File: src/rtl/div_arbiter.sv
// div_arbiter: round-robin front end that shares one sequential int_divider among N requesters.
// Optional feature macro DIV_ARBITER_DBZ_EN: zero divisors are answered locally (all-ones quotient, rsp_dbz).
module div_arbiter #(
    parameter int WIDTH = 12,
    parameter int N     = 4,
    localparam int ID_W = (N > 1) ? $clog2(N) : 1
) (
    input  logic                 clk,
    input  logic                 rst,
    input  logic [N-1:0]         req_vld,
    input  logic [N*WIDTH-1:0]   req_dvd,
    input  logic [N*WIDTH-1:0]   req_dvs,
    output logic [N-1:0]         req_ack,
    output logic [N-1:0]         rsp_vld,
    output logic [WIDTH-1:0]     rsp_quo,
    output logic [ID_W-1:0]      rsp_id,
    output logic                 busy,
`ifdef DIV_ARBITER_DBZ_EN
    output logic                 rsp_dbz,
`endif
    output logic                 div_cal,
    output logic [WIDTH-1:0]     div_dvd,
    output logic [WIDTH-1:0]     div_dvs,
    input  logic [WIDTH-1:0]     div_quo,
    input  logic                 div_rdy
);

    typedef enum logic [2:0] {IDLE, ISSUE, ARM, WAIT, RESP} state_t;

    state_t            state_q, state_d;
    logic [ID_W-1:0]   rr_q, rr_d;
    logic [ID_W-1:0]   gid_q, gid_d;
    logic [ID_W-1:0]   rsp_id_q, rsp_id_d;
    logic [WIDTH-1:0]  div_dvd_q, div_dvd_d;
    logic [WIDTH-1:0]  div_dvs_q, div_dvs_d;
    logic [WIDTH-1:0]  rsp_quo_q, rsp_quo_d;
    logic              div_cal_q, div_cal_d;
    logic [N-1:0]      rsp_vld_q, rsp_vld_d;
`ifdef DIV_ARBITER_DBZ_EN
    logic              dbz_q, dbz_d;
    logic              rsp_dbz_q, rsp_dbz_d;
`endif

    logic [WIDTH-1:0]  slot_dvd [N];
    logic [WIDTH-1:0]  slot_dvs [N];
    logic              grant_found;
    logic [ID_W-1:0]   grant_id;

    for (genvar gi = 0; gi < N; gi++) begin : g_slot
        assign slot_dvd[gi] = req_dvd[gi*WIDTH +: WIDTH];
        assign slot_dvs[gi] = req_dvs[gi*WIDTH +: WIDTH];
    end

    // First pending requester at or above the rr pointer, wrapping past N-1.
    always_comb begin
        int idx;
        idx         = 0;
        grant_found = 1'b0;
        grant_id    = '0;
        for (int k = 0; k < N; k++) begin
            idx = int'(rr_q) + k;
            if (idx >= N) idx = idx - N;
            if (!grant_found && req_vld[idx]) begin
                grant_found = 1'b1;
                grant_id    = idx[ID_W-1:0];
            end
        end
    end

    // Ack is combinational so a request seen in IDLE is captured on this very edge.
    always_comb begin
        req_ack = '0;
        if (rst && state_q == IDLE && grant_found) req_ack[grant_id] = 1'b1;
    end

    always_comb begin
        state_d   = state_q;
        rr_d      = rr_q;
        gid_d     = gid_q;
        rsp_id_d  = rsp_id_q;
        div_dvd_d = div_dvd_q;
        div_dvs_d = div_dvs_q;
        rsp_quo_d = rsp_quo_q;
        div_cal_d = 1'b0;
        rsp_vld_d = '0;
`ifdef DIV_ARBITER_DBZ_EN
        dbz_d     = dbz_q;
        rsp_dbz_d = rsp_dbz_q;
`endif
        case (state_q)
            IDLE: begin
                if (grant_found) begin
                    gid_d     = grant_id;
                    div_dvd_d = slot_dvd[grant_id];
                    div_dvs_d = slot_dvs[grant_id];
`ifdef DIV_ARBITER_DBZ_EN
                    dbz_d = (slot_dvs[grant_id] == '0);
                    if (slot_dvs[grant_id] == '0) begin
                        state_d = RESP;
                    end else begin
                        state_d   = ISSUE;
                        div_cal_d = 1'b1;
                    end
`else
                    state_d   = ISSUE;
                    div_cal_d = 1'b1;
`endif
                end
            end
            ISSUE: state_d = ARM;
            // The divider's ready is still left over from the previous job here.
            ARM:   state_d = WAIT;
            WAIT: begin
                if (div_rdy) state_d = RESP;
            end
            RESP: begin
`ifdef DIV_ARBITER_DBZ_EN
                rsp_quo_d = dbz_q ? '1 : div_quo;
                rsp_dbz_d = dbz_q;
`else
                rsp_quo_d = div_quo;
`endif
                rsp_id_d         = gid_q;
                rsp_vld_d[gid_q] = 1'b1;
                rr_d             = (gid_q == ID_W'(N - 1)) ? '0 : gid_q + 1'b1;
                state_d          = IDLE;
            end
            default: state_d = IDLE;
        endcase
    end

    always_ff @(posedge clk) begin
        if (!rst) begin
            state_q   <= IDLE;
            rr_q      <= '0;
            gid_q     <= '0;
            rsp_id_q  <= '0;
            div_dvd_q <= '0;
            div_dvs_q <= '0;
            rsp_quo_q <= '0;
            div_cal_q <= 1'b0;
            rsp_vld_q <= '0;
`ifdef DIV_ARBITER_DBZ_EN
            dbz_q     <= 1'b0;
            rsp_dbz_q <= 1'b0;
`endif
        end else begin
            state_q   <= state_d;
            rr_q      <= rr_d;
            gid_q     <= gid_d;
            rsp_id_q  <= rsp_id_d;
            div_dvd_q <= div_dvd_d;
            div_dvs_q <= div_dvs_d;
            rsp_quo_q <= rsp_quo_d;
            div_cal_q <= div_cal_d;
            rsp_vld_q <= rsp_vld_d;
`ifdef DIV_ARBITER_DBZ_EN
            dbz_q     <= dbz_d;
            rsp_dbz_q <= rsp_dbz_d;
`endif
        end
    end

    assign rsp_vld = rsp_vld_q;
    assign rsp_quo = rsp_quo_q;
    assign rsp_id  = rsp_id_q;
    assign busy    = (state_q != IDLE);
    assign div_cal = div_cal_q;
    assign div_dvd = div_dvd_q;
    assign div_dvs = div_dvs_q;
`ifdef DIV_ARBITER_DBZ_EN
    assign rsp_dbz = rsp_dbz_q;
`endif

endmodule

File: config.mk
export PLATFORM = sky130hd
export DESIGN_NAME = div_arbiter
export DESIGN_NICKNAME = d
export VERILOG_FILES = /design/src/rtl/div_arbiter.sv
export SDC_FILE = /design/constraint.sdc
export NUM_CORES = 1
export LEC_CHECK = 0
export BUFFER_PORTS_ARGS = -buffer_cell sky130_fd_sc_hd__buf_2
export CORE_ASPECT_RATIO = 1.1
export CORE_MARGIN = 2
export CORE_UTILIZATION = 46
export CTS_BUF_LIST = sky130_fd_sc_hd__clkbuf_8
export CTS_CLUSTER_SIZE = 16
export DETAILED_ROUTE_END_ITERATION = 16
export GPL_TIMING_DRIVEN = 0
export PLACE_DENSITY = 0.84
export SLEW_MARGIN = 10
export SYNTH_ARGS = -nofsm -noshare
export SYNTH_HDL_FRONTEND = slang
export SYNTH_SLANG_ARGS = --single-unit
File: constraint.sdc
create_clock -name clk -period 3.1 [get_ports clk]
set_input_delay 0.31 -clock clk [delete_from_list [all_inputs] [get_ports clk]]
set_output_delay 0.31 -clock clk [all_outputs]
set_load 0.05 [all_outputs]
==> results summary <==
The CTS tree is done. The clock latency at the later pin of the worst-skew pair is roughly 0.3 ns. The core region area came out at approximately 5700 um^2. The largest vdd supply drop is approximately 0.26 mV.

The count of H-tree levels built during CTS is 2. The starting density of the core came out at around 47%. Counting tap cells, the placed design contains a total of 568 instances. For this run, the total global-route usage over all layers was measured as 24.6%.

The slew of the pin with the lowest slew margin came out at between 1 and 1.5 ns. On the final layout, the worst hold slack is between 0.2 and 0.25 ns. The max-slew violation count came out at 0. The tree is rooted in a sky130_fd_sc_hd__clkbuf_8. For this run, the top clock speed supported by timing is approximately 340 MHz. Setup violations remaining at the end of the flow were counted as 0. Compared with the post-synthesis result, the final layout area differs by 37.0%. The number of buffers inserted during clock tree synthesis came out at 5. The portion of the post-synthesis area used by sequential elements is roughly 37%. The synthesized instance count is ~330. The count of synthesis-stage warnings from yosys is 0. After global routing, the most crowded layer is met2. Global routing finished with a remaining overflow of 0. The number of global-route vias before repair is 2982. The mean routed wirelength per cell came out at ~15 um. The total power divided by cell area is 460 nW/um^2.

The xor and xnor area share after synthesis is 0%. The number of hold violations in the final report came out at 0. Global routing used about 45% of the available met2 tracks. The number of antenna violations at the first check in global routing came to 0.

The number of placed I/O pins is ~160. The endpoint required time on the critical path is about 2.8 ns. The count of unique library cells instantiated by Yosys came out at 36. Summing the areas of all compound-gate instances in the mapped netlist gives a little under two fifths of the synthesized area. The wire length of the first global-routing pass came out at around 13000 um. The final worst-path cycle share came out at 95.6%. The mean post-synth cell area is 8.22 um^2. The proportion of synthesized area in mux cells is 0%.

The synthesized design contains 0 enable-type register cells. The number of antenna diodes in the final layout is 0. The worst path meets setup with around 0.14 ns of slack. Summed over its instances, the top area cell type makes up 36.8% of the synthesized netlist area.

The wire-length estimate of the detail-placed layout is 6530 um. The final routed DRC violation total is 0. The critical path data arrival time is 2.65 ns. The global-route track usage on met3 is 4.84%. By instance count, the leading cell after synthesis is sky130_fd_sc_hd__dfxtp_1. The sum of routed wire length over all layers is roughly 8400 um. The worst clock skew on the final layout is 0.0127 ns.

The routability congestion estimate came out at approximately 0.86. The maximum fanout along the worst path is 10. The synthesized net count is 450. The die height is about 85 um.

The count of nets left with antenna violations once routing finished came out at 0. In this run the horizontal extent of the chip is approximately 77 um. The routing usage on met1 came out at between 20% and 30%. Of the total synthesized cell area, the portion taken by AND, OR, NAND and NOR gates is about 17%.

In this run, the number of DRC markers left after iteration 0 of detailed routing was just under 100. The critical path in this run is classified as register to output port. Before CTS, the worst setup slack after placement is 0.457 ns. The final instance count without filler cells came out at around 580. The placed instance area is 3620 um^2. In the synthesized netlist the dominant register cell turns out to be sky130_fd_sc_hd__dfxtp_1. After clock tree synthesis, the flow added hold-fix buffers numbering 0. The clock edge transition at the registers on the reported setup and hold paths is roughly 0.090 ns. The number of setup buffers added after CTS is 0.

The total number of placement rows came out at 29. Across the run, the number of max-cap violations was 0. Measured against its own limit, the worst slew margin works out to ~28%. Entering global routing, the biggest net connects 16 pins.

Setup repair after global routing left no endpoint under its margin. By area the synthesized netlist is led by sky130_fd_sc_hd__dfxtp_1, sky130_fd_sc_hd__a221oi_1, sky130_fd_sc_hd__and3_1. Summed over all instances, the cell type with the most area after synthesis is sky130_fd_sc_hd__dfxtp_1. Total power for the finished layout comes to between 1.5 and 2 mW. The min-delay analysis places its worst path in the category primary input to register. The via count came out at 3100. The maximum count of clock buffers along a single path came out at 2. The number of gates given a new drive strength after cts is 0. The number of nets at the end of the flow is between 600 and 700. The first TritonRoute pass finished after 4 iterations. Of the total synthesized cell area, the portion taken by full adders, half adders and majority gates is ~1.8%. The cell area after technology mapping is between 2000 and 3000 um^2. Counting the fill cells in the layout gives about 520. Of the cells placed in the final design, the portion with a size suffix greater than 1 is between 30% and 40%. The area of the die came out at approximately 6500 um^2.

In this run the static leakage power is 1.76 nW. Dividing the detail-routed via count by the number of cells gives about 5.4. The async set-or-reset flop fraction in the synthesized netlist is 0%. The minimum period implied by the final worst setup slack is a little under 3 ns.

For this design, the sink count on the clock tree is 50. The run finished with clean final reports. The post-route cell area came out at 3730 um^2. The nature of the critical path startpoint is a register. The count of input and output buffers is between 150 and 200. The post-synthesis sequential element count is 50. The endpoint kind of the worst setup timing path is an output port.

The final core utilization is around 65%. Adding up every negative setup slack in the final design gives 0 ns. The largest family of logic cells by synthesized area is compound AO/OA/AOI/OAI gates. By count the netlist is led by sky130_fd_sc_hd__dfxtp_1, sky130_fd_sc_hd__nand2_1, sky130_fd_sc_hd__a21oi_1.
registers in the layout (all words and copies together) (netlist names):
| signal | flops |
|---|---|
| rsp_id | 2 |
| rsp_vld | 4 |
| gid_q | 2 |
| div_cal | 1 |
| div_dvd | 12 |
| rr_q | 2 |
| div_dvs | 12 |
| state_q | 3 |
| rsp_quo | 12 |
worst paths after layout:
kind	endpoint	slack, ns	cells past startpoint	startpoint
hold / removal	rsp_quo[10]$_SDFFE_PN0N_	0.24	3	div_quo[10]
setup / recovery	req_ack[0]	0.14	5	rr_q[0]$_SDFFE_PN0N_
hold reg to reg	rsp_quo[3]$_SDFFE_PN0N_	0.46	2	rsp_quo[3]$_SDFFE_PN0N_
setup reg to reg	div_dvs[5]$_SDFFE_PN0P_	0.78	5	rr_q[0]$_SDFFE_PN0N_
cell families after synthesis:
| family | Yosys count |
|---|---|
| buffers and inverters | 34 |
| adder cells (fa/ha/maj) | 4 |
| AND/OR/NAND/NOR | 90 |
| flip-flops | 50 |
| AO/OA/AOI/OAI | 153 |
power breakdown:
part | internal (mW) | switching, mW
sequential | 0.692 | 0.0267
combinational | 0.180 | 0.358
clock | 0.238 | 0.220
metal layers:
metal	up-vias	routed length (um)
li1	1558	-
met1	1407	3390
met2	119	4260
met3	16	545
met4	0	159
met5	-	0
area by class of cell:
class / count / area (um^2) / area share [%]
Buffer: 30 / 161 / 4.33
Inverter: 4 / 15.0 / 0.403
Sequential cell: 50 / 1000 / 26.9
Tap cell: 77 / 96.3 / 2.59
Clock buffer: 5 / 68.8 / 1.85
Timing Repair Buffer: 160 / 801 / 21.5
Clock inverter: 3 / 40.0 / 1.07
Multi-Input combinational cell: 247 / 1540 / 41.4
placed cells by master, fill, tap and decap left out, drive strengths merged, types with 2 or more instances in the layout:
master	Yosys	routed
buf	11	171
o21ai	51	51
dfxtp	50	50
a21boi	40	40
nand2	35	35
a21oi	31	31
and3	29	29
a221oi	24	24
clkbuf	19	24
nor2b	7	7
nor2	4	4
ha	4	4
inv	4	4
and2	4	4
nor3	3	3
or4	3	3
nand2b	2	2
clkinv	0	2
critical path: stages, from the launching register on:
cell                       delay [ns]
sky130_fd_sc_hd__dfxtp_1         0.46
sky130_fd_sc_hd__nor2b_1         0.12
sky130_fd_sc_hd__o31ai_1         0.90
sky130_fd_sc_hd__clkbuf_1        0.43
sky130_fd_sc_hd__and2_1          0.19
sky130_fd_sc_hd__buf_2           0.25
No activity file was read; power rests on OpenSTA's default activity.
